File: src/rtl/controladora_multizona.sv
// Multi-zone lighting controller: per-zone debounce, hold timer and AUTO/MANUAL lamp FSM,
// all paced by a shared 1 ms tick derived from clk.

module controladora_zona #(
   parameter int DEBOUNCE_P        = 300,
   parameter int SWITCH_MODE_MIN_T = 5000,
   parameter int AUTO_SHUTDOWN_T   = 30000,
   parameter int WARN_T            = 5000,
   parameter int BLINK_T           = 250
) (
   input  logic clk,
   input  logic rst,
   input  logic tick,
   input  logic btn,
   input  logic ir,
   input  logic all_off,
   output logic saida,
   output logic led
);
   localparam int DBW = $clog2(DEBOUNCE_P + 1);
   localparam int HW  = $clog2(SWITCH_MODE_MIN_T + 1);
   localparam int TW  = $clog2(AUTO_SHUTDOWN_T + 1);
   localparam int BW  = $clog2(BLINK_T + 1);
   localparam logic [DBW-1:0] DB_LAST   = DBW'(DEBOUNCE_P - 1);
   localparam logic [HW-1:0]  HOLD_MAX  = HW'(SWITCH_MODE_MIN_T);
   localparam logic [HW-1:0]  HOLD_LAST = HW'(SWITCH_MODE_MIN_T - 1);
   localparam logic [TW-1:0]  T_MAX     = TW'(AUTO_SHUTDOWN_T);
   localparam logic [TW-1:0]  T_WARN    = TW'(WARN_T);
   localparam logic [BW-1:0]  BL_LAST   = BW'(BLINK_T - 1);

   typedef enum logic [2:0] {AUTO_OFF, AUTO_ON, AUTO_WARN, MAN_OFF, MAN_ON} estado_t;

   estado_t          estado;
   logic             db;
   logic [DBW-1:0]   db_cnt;
   logic [HW-1:0]    hold_cnt;
   logic [TW-1:0]    timer;
   logic [BW-1:0]    blink_cnt;
   logic             fase;
   logic             db_flip, db_fall, short_press, long_press;
   logic [TW-1:0]    timer_dec;
   logic             saida_d, led_d;

   assign db_flip     = tick && (btn != db) && (db_cnt == DB_LAST);
   assign db_fall     = db_flip && db;
   // saturated hold_cnt means the mode already toggled during this press
   assign short_press = db_fall && (hold_cnt != HOLD_MAX);
   assign long_press  = tick && db && !db_fall && (hold_cnt == HOLD_LAST);
   assign timer_dec   = timer - 1'b1;

   always_comb begin
      saida_d = 1'b0;
      led_d   = 1'b0;
      case (estado)
         AUTO_ON:   saida_d = 1'b1;
         AUTO_WARN: saida_d = fase;
         MAN_OFF:   led_d   = 1'b1;
         MAN_ON:    begin saida_d = 1'b1; led_d = 1'b1; end
         default:   saida_d = 1'b0;
      endcase
   end

   always_ff @(posedge clk) begin
      if (!rst) begin
         estado    <= AUTO_OFF;
         db        <= 1'b0;
         db_cnt    <= '0;
         hold_cnt  <= '0;
         timer     <= '0;
         blink_cnt <= '0;
         fase      <= 1'b0;
         saida     <= 1'b0;
         led       <= 1'b0;
      end else begin
         saida <= saida_d;
         led   <= led_d;

         if (tick) begin
            if (btn != db) begin
               if (db_flip) begin
                  db     <= ~db;
                  db_cnt <= '0;
               end else
                  db_cnt <= db_cnt + 1'b1;
            end else
               db_cnt <= '0;

            if (db_fall || !db)
               hold_cnt <= '0;
            else if (hold_cnt != HOLD_MAX)
               hold_cnt <= hold_cnt + 1'b1;
         end

         if (all_off) begin
            case (estado)
               MAN_ON, MAN_OFF: estado <= MAN_OFF;
               default: begin
                  estado <= AUTO_OFF;
                  timer  <= '0;
               end
            endcase
         end else if (tick) begin
            if (long_press) begin
               case (estado)
                  AUTO_ON, AUTO_WARN: estado <= MAN_ON;
                  AUTO_OFF:           estado <= MAN_OFF;
                  default: begin
                     estado <= AUTO_OFF;
                     timer  <= '0;
                  end
               endcase
            end else begin
               case (estado)
                  AUTO_OFF: if (ir) begin
                     estado <= AUTO_ON;
                     timer  <= T_MAX;
                  end
                  AUTO_ON: begin
                     if (ir)
                        timer <= T_MAX;
                     else begin
                        timer <= timer_dec;
                        if (WARN_T > 0 && timer_dec == T_WARN) begin
                           estado    <= AUTO_WARN;
                           blink_cnt <= '0;
                           fase      <= 1'b1;
                        end else if (WARN_T == 0 && timer_dec == '0)
                           estado <= AUTO_OFF;
                     end
                  end
                  AUTO_WARN: begin
                     if (ir) begin
                        estado <= AUTO_ON;
                        timer  <= T_MAX;
                     end else begin
                        timer <= timer_dec;
                        if (timer_dec == '0)
                           estado <= AUTO_OFF;
                     end
                     if (blink_cnt == BL_LAST) begin
                        blink_cnt <= '0;
                        fase      <= ~fase;
                     end else
                        blink_cnt <= blink_cnt + 1'b1;
                  end
                  MAN_OFF: if (short_press) estado <= MAN_ON;
                  MAN_ON:  if (short_press) estado <= MAN_OFF;
                  default: begin
                     estado <= AUTO_OFF;
                     timer  <= '0;
                  end
               endcase
            end
         end
      end
   end
endmodule

module controladora_multizona #(
   parameter int N_ZONES           = 4,
   parameter int CLK_DIV           = 50000,
   parameter int DEBOUNCE_P        = 300,
   parameter int SWITCH_MODE_MIN_T = 5000,
   parameter int AUTO_SHUTDOWN_T   = 30000,
   parameter int WARN_T            = 5000,
   parameter int BLINK_T           = 250
) (
   input  logic               clk,
   input  logic               rst,
   input  logic [N_ZONES-1:0] push_button,
   input  logic [N_ZONES-1:0] infravermelho,
   input  logic               all_off,
   output logic [N_ZONES-1:0] saida,
   output logic [N_ZONES-1:0] led,
   output logic               tick
);
   localparam int DIVW = $clog2(CLK_DIV);
   localparam logic [DIVW-1:0] DIV_LAST = DIVW'(CLK_DIV - 1);

   logic [DIVW-1:0]    div_cnt;
   logic [N_ZONES-1:0] btn_s1, btn_s2, ir_s1, ir_s2;

   assign tick = (div_cnt == DIV_LAST);

   always_ff @(posedge clk) begin
      if (!rst) begin
         div_cnt <= '0;
         btn_s1  <= '0;
         btn_s2  <= '0;
         ir_s1   <= '0;
         ir_s2   <= '0;
      end else begin
         div_cnt <= tick ? '0 : div_cnt + 1'b1;
         btn_s1  <= push_button;
         btn_s2  <= btn_s1;
         ir_s1   <= infravermelho;
         ir_s2   <= ir_s1;
      end
   end

   for (genvar z = 0; z < N_ZONES; z++) begin : g_zona
      controladora_zona #(
         .DEBOUNCE_P       (DEBOUNCE_P),
         .SWITCH_MODE_MIN_T(SWITCH_MODE_MIN_T),
         .AUTO_SHUTDOWN_T  (AUTO_SHUTDOWN_T),
         .WARN_T           (WARN_T),
         .BLINK_T          (BLINK_T)
      ) u_zona (
         .clk    (clk),
         .rst    (rst),
         .tick   (tick),
         .btn    (btn_s2[z]),
         .ir     (ir_s2[z]),
         .all_off(all_off),
         .saida  (saida[z]),
         .led    (led[z])
      );
   end
endmodule

File: config.mk
export PLATFORM = sky130hd
export DESIGN_NAME = controladora_multizona
export DESIGN_NICKNAME = d
export VERILOG_FILES = /design/src/rtl/controladora_multizona.sv
export SDC_FILE = /design/constraint.sdc
export NUM_CORES = 1
export LEC_CHECK = 0
export CAP_MARGIN = 5
export CORE_UTILIZATION = 63
export DETAILED_ROUTE_END_ITERATION = 8
export PLACE_DENSITY_LB_ADDON = 0.12
export SLEW_MARGIN = 20
export SYNTH_ARGS = -nofsm -noshare
export SYNTH_HDL_FRONTEND = slang
export SYNTH_SLANG_ARGS = --single-unit
File: constraint.sdc
create_clock -name clk -period 6.5 [get_ports clk]
set_input_delay 1.625 -clock clk [delete_from_list [all_inputs] [get_ports clk]]
set_output_delay 1.625 -clock clk [all_outputs]
set_load 0.02 [all_outputs]
==> impl_metrics.tcl, run 1 <==
set metrics [dict create \
    grtUsageTotal_pct 27.07 \
    powerDensity_nw_per_um2 243.9 \
    cts_root_buffer "clkbuf_16" \
    crit_slowest_cell "clkdlybuf4s50_1" \
    clk_latency_ns 0.54 \
    drt_iter0_drc 870 \
    met1_usage_pct 37.15 \
    initial_core_util_pct 64.47 \
    syn_nets 1787 \
    clk_pin_slew_worst_paths_ns 0.06 \
    worst_path_dominant_cell_family "buffers and inverters" \
    cts_hold_buf 0 \
    drive_gt1_share_pct 6.845 \
    grt_pass1_wl_um 51200 \
    worstSetupPathType "in -> reg" \
    hold_viol 0 \
    timing.final.crit_period_ns 4.038 \
    placed_cells 1952 \
    min_period_over_period_pct 62.12 \
    via_per_inst 6.197 \
    numPortBuffers 19 \
    cp_slowest_stage_delay_ns 0.77 \
    tritoncts "done" \
    maxCapViolations 0 \
    synth.area.top_cells "dfxtp_1 35%, nor2_1 5.6%, nand2_1 4.7%" \
    row_count 53 \
    first_pass_iters 5 \
    p_leak_uw 0.005092 \
    met2_usage_pct 45.16 \
    drcViolationCount 0 \
    die-area_um2 22240 \
    crit_chain "clkdlybuf4s50_1 > buf_4 > nor3_1 > o211ai_1 > nor2b_1 > nand3_1 > o31ai_1" \
    setup_viol 0 \
    core_area_um2 21150 \
    synthFlopType "dfxtp_1" \
    yosysTopAreaCellShare_pct 35.23 \
    final.fill_count 1771 \
    die_w_um 149.1 \
    cts_made_buffers 26 \
    fmax_mhz 247.6 \
    r2r_cells 10 \
    grt_pass1_vias 11032 \
    wl_per_cell_um 15.24 \
    fin_nets 1745 \
    gr-max-usage-layer "met2" \
    die_h_um 149.1 \
    design_area_um2 14700 \
    synthToLayoutAreaGrowth_pct 7.762 \
    synth_cell_types 84 \
    post_dp_cell_area_um2 13750 \
    syn_area_per_cell_um2 7.807 \
    cts_resized 0 \
    finalNonFillerCells 1999 \
    htreeDepth 1 \
    yosysSeqAreaShare_pct 35.23 \
    wl_um 30470 \
    critPathRequiredTime_ns 6.95 \
    endpoint_kind "register" \
    postRouteAntennaNets 0 \
    cp.depth 7 \
    crit_buf_inv 2 \
    tns_ns 0 \
    grt_max_degree 85 \
    slew_viol_final 0 \
    outcome "complete, no violations" \
    routabilityCongestion 0.9202 \
    synth_area_um2 13640 \
    final_cell_mix "240 x dfxtp_1, 204 x nor2_1, 169 x nand2_1" \
    hpwl_um 20100 \
    worstSetupStartpointType "primary input" \
    yosysWarningCount 0 \
    grt.overflow.total 0 \
    synth_top_cell_by_area "dfxtp_1" \
    irDropWorstVdd_uv 212.5 \
    clock-skew-final_ns 0.01010 \
    crit_fanout 28 \
    synth_edf_count 0 \
    rsz0062_at_grt "no" \
    use_met3_pct 3.211 \
    antenna_found_initial 0 \
    n_antenna_cell 0 \
    cts_setup_buffers 0 \
    io-pin-count 20 \
    clock_path_buffers 3 \
    hold_depth 1 \
    synthCells 1747 \
    final_common_cell "dfxtp_1" \
    cp.arrival_ns 4.49 \
    hold_class "reg -> reg" \
    worst_hold_slack_ns 0.4333 \
    ys_ff_latch 240 \
    cts.sinks 240 \
    multiInputGateArea_um2 8195 \
    vias 12387 \
    tightest_slew_ns 1.056 \
    ys_async_sr_fraction_pct 0 \
    max-slew-margin-rel_pct 29.37 \
    regArea_um2 4805 \
]
==> layer usage <==
layer	share of wire, %	vias to the layer above
li1	-	6221
met1	47	5812
met2	46	310
met3	4.8	44
met4	1.7	0
met5	0	-
==> flip-flops by register name, summed over array words and instances, names as in the netlist, 12 cells and up <==
signal,count
div_cnt,16
g_zona.u_zona.timer,60
g_zona.u_zona.estado,12
g_zona.u_zona.hold_cnt,52
g_zona.u_zona.blink_cnt,32
g_zona.u_zona.db_cnt,36
==> worst paths after layout <==
| check | to | from | slack, ns |
|---|---|---|---|
| min | btn_s2[0] | btn_s1[0] | 0.43 |
| max | g_zona[1].u_zona.timer[11] | all_off | 2.46 |
| min reg2reg | btn_s2[0] | btn_s1[0] | 0.43 |
| max reg2reg | g_zona[0].u_zona.estado[1] | g_zona[0].u_zona.timer[0] | 2.97 |
==> area by class of cell <==
type | instances | share of cell area [%]
clock inverters | 9 | 1.405
clock buffers | 38 | 5.006
inverters | 42 | 1.073
repair buffers | 28 | 1.720
multi-input cells | 1367 | 55.76
flip-flops and latches | 240 | 32.69
well taps | 275 | 2.341
==> through the flow <==
stage	util (%)	total power, uW	setup slack [ns]
4_1_cts	69.47	3608	2.512
5_1_grt	69.47	3728	2.141
3_5_place_dp	65.02	1987	1.986
6_report	69.47	3585	2.462
3_3_place_gp	65.02	1977	2.145
2_1_floorplan	-	1904	2.707
==> power breakdown <==
part           switching [uW]  internal (uW)  leakage, uW  total (uW)
combinational             246            159      0.00269         405
clock                     601           1020     0.000458        1620
sequential               52.5           1510      0.00195        1560
==> synth_stat cells (10+ instances only) <==
cell,n
xor2_1,54
a21oi_1,126
inv_1,39
or2_2,15
nand3b_1,17
and2_1,24
a31oi_1,28
o211ai_1,14
o21ai_0,107
xnor2_1,40
dfxtp_1,240
ha_1,29
nand2_1,169
nand4_1,36
nand2b_1,23
nor2_1,204
or4_1,13
nand3_1,84
and3_1,35
clkbuf_1,71
nor2b_1,19
nor3_1,66
or3_1,35
o31ai_1,16
o221a_2,24
o21a_1,10
nor4_1,27
nand4b_1,13
==> kinds of logic after synthesis <==
kind of cell | after synthesis | synth area share [%]
and+or+nand+nor | 836 | 31.98
buffers and inverters | 140 | 4.679
muxes | 8 | 0.6330
DFF | 240 | 35.23
adders and majority gates | 29 | 2.661
xor gates and xnor gates | 94 | 6.037
AOI/OAI and AO/OA | 400 | 18.78
No activity file was read; power rests on OpenSTA's default activity.
==> run 2: changes to the inputs <==
- clock period: 6.5 -> 3.9 ns (I/O delays scaled with it)
==> run 2 against run 1 <==
Compared with the run above:
- setup slack lost 2.1 ns
- routed wire length grew 0.20%
- clock skew grew 0.0049 ns
- combinational power grew 69%
- final area is essentially flat
- core utilization is essentially flat
- final cell count grew 0.50%
- critical path depth shrank 2
- hold slack is essentially flat
- non-clock buffer count grew 14
- global-route usage is essentially flat
- via count grew 0.76%
==> impl_metrics.tcl, run 2 (synthesis gave the netlist of run 1 again) <==
set metrics [dict create \
    rsz0062_at_grt "no" \
    wl_um 30530 \
    cts.sinks 240 \
    grt_pass1_vias 10951 \
    tritoncts "done" \
    core_area_um2 21150 \
    initial_core_util_pct 64.47 \
    hpwl_um 20590 \
    p_leak_uw 0.005116 \
    setup_viol 0 \
    cts_resized 0 \
    final_util_pct 69.52 \
    powerDensity_nw_per_um2 388.9 \
    wl_per_cell_um 15.20 \
    numPortBuffers 19 \
    antenna_found_initial 0 \
    worstSetupPathType "reg -> out" \
    endpoint_kind "output port" \
    die_h_um 149.1 \
    hold_viol 0 \
    final_cell_mix "240 x dfxtp_1, 204 x nor2_1, 169 x nand2_1" \
    drt_iter0_drc 910 \
    max-slew-margin-rel_pct 37.43 \
    n_antenna_cell 0 \
    cts_setup_buffers 0 \
    clk_latency_ns 0.54 \
    hold_class "reg -> reg" \
    outcome "complete, no violations" \
    grtUsageTotal_pct 27.10 \
    final_common_cell "dfxtp_1" \
    slew_viol_final 0 \
    vias 12481 \
    cts_hold_buf 0 \
    timing.final.crit_period_ns 3.540 \
    synthToLayoutAreaGrowth_pct 7.835 \
    grt_pass1_wl_um 51260 \
    grt.overflow.total 0 \
    drive_gt1_share_pct 7.555 \
    grt_max_degree 38 \
    crit_fanout 4 \
    maxCapViolations 0 \
    via_per_inst 6.213 \
    reg_top3 "g_zona.u_zona.timer: 60 flops, g_zona.u_zona.hold_cnt: 52 flops, g_zona.u_zona.db_cnt: 36 flops" \
    worstSetupStartpointType "register" \
    clock-skew-final_ns 0.01501 \
    htreeDepth 1 \
    tns_ns 0 \
    clock_path_buffers 3 \
    tightest_slew_ns 0.9386 \
    largest_register_ffs 60 \
    io-pin-count 20 \
    clk_pin_slew_worst_paths_ns 0.06 \
    routabilityCongestion 0.8935 \
    critPathRequiredTime_ns 2.92 \
    final.fill_count 1757 \
    drcViolationCount 0 \
    cts_made_buffers 26 \
    first_pass_iters 5 \
    row_count 53 \
    min_period_over_period_pct 90.77 \
    fin_nets 1759 \
    die_w_um 149.1 \
    postRouteAntennaNets 0 \
    cp.arrival_ns 2.56 \
    irDropWorstVdd_uv 276.6 \
    die-area_um2 22240 \
    fmax_mhz 282.5 \
    cts_root_buffer "clkbuf_16" \
    largest-register "g_zona.u_zona.timer" \
]
run 2: cell types whose count changed in the layout (fill, tap and decap cells not counted):
cell | before | now
buf_12 | 0 | 1
buf_4 | 9 | 22
bufinv_16 | 6 | 2
clkbuf_1 | 8 | 5
clkbuf_16 | 26 | 27
clkinv_2 | 2 | 5
clkinv_8 | 1 | 0
o21ai_0 | 106 | 107
o21ai_1 | 8 | 7
run 2: path summary, 6_finish.rpt:
check | startpoint | end | slack [ns] | cells past startpoint
worst max-delay path | div_cnt[0] | tick | 0.36 | 5
worst min-delay path | btn_s1[0] | btn_s2[0] | 0.43 | 1
worst max register to register | div_cnt[0] | g_zona[2].u_zona.timer[2] | 0.59 | 11
worst min register to register | btn_s1[0] | btn_s2[0] | 0.43 | 1
run 2: routing by layer:
layer | track usage [%] | wire length [um] | vias to the layer above | share of wire (%)
met5 | 0 | 0 | - | 0
met4 | 7.398 | 618 | 0 | 2.0
met3 | 2.752 | 1512 | 51 | 5.0
met2 | 44.63 | 14080 | 344 | 46
met1 | 37.64 | 14320 | 5830 | 47
li1 | - | - | 6256 | -
run 2: layout make-up:
cell class | count | area [um2] | share of cell area (%)
Clock buffer | 36 | 749.5 | 5.096
Clock inverter | 7 | 85.08 | 0.5785
Inverter | 42 | 157.7 | 1.072
Multi-Input combinational cell | 1367 | 8195 | 55.73
Sequential cell | 240 | 4805 | 32.67
Tap cell | 275 | 344.1 | 2.340
Timing Repair Buffer | 42 | 370.4 | 2.518
run 2: power by group:
group / total (uW) / internal [uW] / leakage [uW] / switching [uW]
clock: 2440 / 1460 / 0.000415 / 982
sequential: 2600 / 2510 / 0.00195 / 87.9
combinational: 684 / 274 / 0.00276 / 411
run 2: worst max-delay path, stage by stage, from the launching register on:
cell	delay, ns
dfxtp_1	0.36
ha_1	0.20
and3_1	0.24
nand4_1	0.32
clkinv_1	0.28
clkdlybuf4s50_1	0.64
run 2: through the flow:
step / std cells / total power, uW / hold WS (ns) / worst slack, ns / cell area [um2]
floorplan: 1747 / 3174 / 0.4119 / 0.7571 / 13640
global placement: 1966 / 3308 / 0.4127 / 0.5742 / 13870
detailed placement: 1966 / 3319 / 0.4236 / 0.5030 / 13870
CTS: 2009 / 5753 / 0.4368 / 0.3226 / 14710
global route: 2009 / 5942 / 0.4423 / 0.2314 / 14710
finish: 2009 / 5720 / 0.4329 / 0.3602 / 14710
